--- src/rtl/dmem_arbiter.sv ---
// dmem_arbiter: shares the single-ported data memory between the pipeline
// MEM stage (port A, fixed priority) and the image loader/readback DMA
// (port B, protected by a starvation counter). One access is outstanding at
// a time; writes finish in their issue cycle, reads wait RD_LAT cycles for
// memory data and then deliver it through a registered one-cycle rvalid pulse.
module dmem_arbiter #(
    parameter int WORD_LEN   = 32,
    parameter int RD_LAT     = 1,
    parameter int STARVE_MAX = 4
) (
    input  logic                clk,
    input  logic                rst,

    input  logic                a_req,
    input  logic                a_we,
    input  logic [WORD_LEN-1:0] a_addr,
    input  logic [WORD_LEN-1:0] a_wdata,
    output logic                a_gnt,
    output logic                a_rvalid,
    output logic [WORD_LEN-1:0] a_rdata,
    output logic                a_stall,

    input  logic                b_req,
    input  logic                b_we,
    input  logic [WORD_LEN-1:0] b_addr,
    input  logic [WORD_LEN-1:0] b_wdata,
    output logic                b_gnt,
    output logic                b_rvalid,
    output logic [WORD_LEN-1:0] b_rdata,

    output logic                mem_re,
    output logic                mem_we,
    output logic [WORD_LEN-1:0] mem_addr,
    output logic [WORD_LEN-1:0] mem_wdata,
    input  logic [WORD_LEN-1:0] mem_rdata
);

    typedef enum logic {
        IDLE    = 1'b0,
        RD_WAIT = 1'b1
    } state_t;

    typedef enum logic {
        OWN_A = 1'b0,
        OWN_B = 1'b1
    } owner_t;

    state_t     state;
    owner_t     owner;
    logic [2:0] lat_cnt;
    logic [3:0] b_wait_cnt;

    logic       a_elig;
    logic       b_elig;
    logic       b_starved;
    logic       sel_a;
    logic       sel_b;
    logic       win_we;
    logic       issue;

    // Arbitration, issue muxing and stall: all decided in the issue cycle.
    always_comb begin
        // NOTE: every signal assigned in this block gets a default first, so
        // no path leaves one unassigned and no latch is inferred.
        a_elig    = 1'b0;
        b_elig    = 1'b0;
        b_starved = 1'b0;
        sel_a     = 1'b0;
        sel_b     = 1'b0;

        // Holding reset low or waiting on a read blocks any new issue; a port
        // whose read completes this cycle must not be re-granted on the same
        // still-held request.
        if (rst && (state == IDLE)) begin
            a_elig = a_req & ~a_rvalid;
            b_elig = b_req & ~b_rvalid;
        end

        b_starved = b_elig && (b_wait_cnt >= 4'(STARVE_MAX));
        sel_b     = b_starved || (b_elig && !a_elig);
        sel_a     = a_elig && !sel_b;
        issue     = sel_a || sel_b;

        // With no winner the A inputs are passed through on the address and
        // data buses; the enables stay low so memory ignores them.
        win_we    = sel_b ? b_we    : a_we;
        mem_addr  = sel_b ? b_addr  : a_addr;
        mem_wdata = sel_b ? b_wdata : a_wdata;
        mem_we    = issue &  win_we;
        mem_re    = issue & ~win_we;

        a_gnt     = sel_a;
        b_gnt     = sel_b;

        // A granted write needs no hold; a read holds the pipeline until the
        // cycle its data shows up.
        a_stall   = rst & a_req & ~(a_gnt & a_we) & ~a_rvalid;
    end

    // Access sequencing: launch reads, count out the memory latency, then
    // capture the data into the owning port and pulse its rvalid.
    always_ff @(posedge clk or negedge rst) begin
        if (!rst) begin
            state    <= IDLE;
            owner    <= OWN_A;
            lat_cnt  <= 3'd0;
            a_rvalid <= 1'b0;
            b_rvalid <= 1'b0;
            a_rdata  <= '0;
            b_rdata  <= '0;
        end else begin
            // NOTE: state is updated with non-blocking assignments so every
            // register samples the pre-edge values, independent of the order
            // the statements are written in.
            a_rvalid <= 1'b0;
            b_rvalid <= 1'b0;

            case (state)
                IDLE: begin
                    if (issue && !win_we) begin
                        state   <= RD_WAIT;
                        lat_cnt <= 3'(RD_LAT);
                        owner   <= sel_b ? OWN_B : OWN_A;
                    end
                end

                RD_WAIT: begin
                    if (lat_cnt == 3'd1) begin
                        state   <= IDLE;
                        lat_cnt <= 3'd0;
                        if (owner == OWN_B) begin
                            b_rdata  <= mem_rdata;
                            b_rvalid <= 1'b1;
                        end else begin
                            a_rdata  <= mem_rdata;
                            a_rvalid <= 1'b1;
                        end
                    end else begin
                        lat_cnt <= lat_cnt - 3'd1;
                    end
                end

                default: begin
                    state <= IDLE;
                end
            endcase
        end
    end

    // Starvation counter: counts cycles B is kept waiting, saturating at
    // STARVE_MAX so B is pushed ahead of A once it reaches the limit.
    always_ff @(posedge clk or negedge rst) begin
        if (!rst) begin
            b_wait_cnt <= 4'd0;
        end else if (b_req && !b_gnt) begin
            if (b_wait_cnt < 4'(STARVE_MAX)) begin
                b_wait_cnt <= b_wait_cnt + 4'd1;
            end
        end else begin
            b_wait_cnt <= 4'd0;
        end
    end

endmodule

--- config.mk ---
export PLATFORM = sky130hd
export DESIGN_NAME = dmem_arbiter
export DESIGN_NICKNAME = d
export VERILOG_FILES = /design/src/rtl/dmem_arbiter.sv
export SDC_FILE = /design/constraint.sdc
export NUM_CORES = 1
export LEC_CHECK = 0
export CORE_AREA = 2 2 115 117
export DETAILED_ROUTE_END_ITERATION = 7
export DIE_AREA = 0 0 117 119
export PLACE_DENSITY = 0.89
export REMOVE_ABC_BUFFERS = 1
export SYNTH_ARGS = -nofsm -noshare
export SYNTH_HDL_FRONTEND = slang
export SYNTH_SLANG_ARGS = --single-unit
--- constraint.sdc ---
create_clock -name clk -period 2.5 [get_ports clk]
set_clock_uncertainty 0.1 [all_clocks]
set_input_delay 0.5 -clock clk [delete_from_list [all_inputs] [get_ports clk]]
set_output_delay 0.5 -clock clk [all_outputs]
set_load 0.01 [all_outputs]
==> metrics.csv <==
metric,value,unit
Num Clock Sinks,75,
Hold/Removal Path Class,reg -> reg,
Max Slew Vio Count,0,
pre-CTS setup slack,-0.742,ns
Max H-tree Level,3,
most frequent cells in the layout,"clkdlybuf4s50_1, buf_6, dfrtp_1",
Num CTS Buffers,9,
worst setup margin,-0.287,ns
synthesized flop and latch total,75,
total internal power,0.00502,W
multi-input combinational cell area,2050,sq um
# nets final,785,
vias in the first global route,4283,
overall global routing resource usage,27.0,%
CP Capture Type,output port,
number of remaining DRC errors,0,
I/O Pins,301,
Avg Synthesized Cell Area,15.6,sq um
net switching power figure,0.00225,W
failing checks,setup timing,
final WL,19200,um
Logic pwr share,53.8,%
Placer Congestion,0.880,
Max Buffers Root-to-Sink,2,
sequential cell area,1880,sq um
asr flop ratio synth,100,%
share of layout cells above drive strength 1,44.0,%
"most common cell after layout, fill and taps aside",clkdlybuf4s50_1,
CTS tree,built,
Pleak,3.71,nW
RSZ-0062 raised after global routing,true,
die width,117,um
top-area cell type share of the netlist area,45.4,%
Root Buffer,clkbuf_16,
status,"finished, violations left",
TritonRoute pass-1 iters,4,
Yosys warnings,0,
Clock Power Share,16.6,%
Sum Neg Setup Slack,-11.38,ns
Final min period,2.79,ns
Initial Util,32.1,%
CP Class,reg -> out,
gr ovfl total,0,
Max-slew headroom,36.2,%
largest area contributor in the netlist,dfrtp_1,
Syn Inst Count,265,
VDD IR max,633,uV
initial antenna violation count,7,
Flop pwr share,29.6,%
Final period util,111,%
largest net degree at the start of global routing,75,
row count,42,
clock slew at reported path FFs,0.06,ns
via count,3786,
Power Total,0.00727,W
maximum clock rate,0.359,GHz
Die ar.,13900,sq um
Switching Share,31.0,%
insertion delay to the later sink of the worst-skew pair,0.33,ns
"Seq/Total Area, Yosys",45.4,%
Layout Utilization,63.1,%
Final ANT Viol Nets,0,
first-pass GRT wire length,26800,um
top post-synthesis cells by area,"dfrtp_1, mux2_4, mux2_2, buf_12, buf_6",
mapped cell area,4130,sq um
Worst EP required,1.90,ns
Post-synth EDFFs,0,
post-DP HPWL,14600,um
Core Footprint,12900,sq um
Pwr Density,896,nW/um^2
fillers,978,
critical path peak fanout,4,
"Primary FF master, synth",dfrtp_1,
Final Hold Fails,0,
CP Launch Type,register,
max_cap viols,0,
# setup viols final,65,
WL/cell,24.0,um
die height,119,um
drt via density,4.73,
port bufs,300,
initial DRC count,152,
Area Overhead vs Synth,96.4,%
post-synthesis cell type count,35,
Worst Tran Pin Value,0.957,ns
Critical Path AT,2.19,ns
## power groups by stage
stage | Combinational [W] | Clock (W) | Sequential (W)
2_1_floorplan | 0.00133 | 0 | 0.00239
3_3_place_gp | 0.00358 | 0 | 0.00212
3_5_place_dp | 0.00366 | 0 | 0.00216
4_1_cts | 0.00391 | 0.00124 | 0.00215
5_1_grt | 0.00412 | 0.00130 | 0.00223
6_report | 0.00391 | 0.00121 | 0.00215
## routing by layer
layer | global-route usage, % | share of wire (%) | up-vias
li1 | - | - | 1676
met1 | 30.0 | 36 | 1848
met2 | 44.9 | 48 | 220
met3 | 12.8 | 13 | 40
met4 | 9.34 | 3.2 | 2
met5 | 0 | 0.068 | -
## what timing repair did
item,4_1_cts,5_1_grt
endpoints found under the setup margin,69,69
hold buffers,1,0
cloned,5,0
pin swaps,5,5
hold endpoints to repair,1,0
buffers inserted,26,8
gates resized for setup,366,27
## flip-flops by register name, indices dropped and copies added, names as in the netlist
name,count
b_rdata,32
owner,1
b_rvalid,1
a_rvalid,1
b_wait_cnt,4
state,1
lat_cnt,3
a_rdata,32
## layout make-up
| class | instances | share of cell area, % |
|---|---|---|
| inverters | 8 | 0.370 |
| repair buffers | 353 | 45.0 |
| well taps | 176 | 2.71 |
| clock inverters | 1 | 0.0925 |
| clock buffers | 14 | 3.38 |
| diodes | 4 | 0.123 |
| multi-input cells | 169 | 25.2 |
| flip-flops and latches | 75 | 23.1 |
## final timing paths
path / start / end / slack (ns) / cells past startpoint
worst max-delay path: b_wait_cnt[3]$_DFFE_PN0P_ / mem_wdata[5] / -0.29 / 8
worst min-delay path: b_rdata[1]$_DFFE_PN0P_ / b_rdata[1]$_DFFE_PN0P_ / 0.40 / 1
worst max register to register: lat_cnt[1]$_DFFE_PN0P_ / a_rdata[31]$_DFFE_PN0P_ / 0.54 / 6
worst min register to register: b_rdata[1]$_DFFE_PN0P_ / b_rdata[1]$_DFFE_PN0P_ / 0.40 / 1
max in group asynchronous: rst / a_rdata[13]$_DFFE_PN0P_ / 1.18 / 3
min in group asynchronous: rst / b_wait_cnt[2]$_DFFE_PN0P_ / 0.47 / 3
## worst max-delay path, stage by stage (launching register included)
cell and delay [ns]:
dfrtp_1 0.41, nor4b_4 0.32, buf_4 0.17, or2_4 0.19
buf_6 0.13, buf_8 0.10, buf_6 0.11, mux2_4 0.31
buf_6 0.12
## synthesized netlist by cell type (2+ instances only)
master and count:
o21ai_0 2, buf_2 3, nor2_1 4, mux2_4 65
nand3b_1 2, dfrtp_1 75, buf_6 4, and3_1 3
ha_1 3, buf_12 6, mux2_2 65, inv_1 8
nand2_1 3
## through the flow
stage               hold slack [ns]  std cells  instance area (sq um)
finish                        0.401        800                   8120
global route                  0.419        796                   8110
CTS                           0.404        797                   8060
detailed placement            0.343        754                   7390
global placement              0.336        754                   7390
floorplan                     0.104        250                   3930
## cells by family after synthesis
group / count (synthesis) / synth area share [%]
buffers and inverters: 23 / 5.63
AND/OR/NAND/NOR: 22 / 4.54
adder cells (fa/ha/maj): 3 / 0.908
multiplexers: 131 / 41.6
AO/OA/AOI/OAI: 10 / 1.76
XOR/XNOR: 1 / 0.212
flip-flops: 75 / 45.4
No activity file was read; power rests on OpenSTA's default activity.
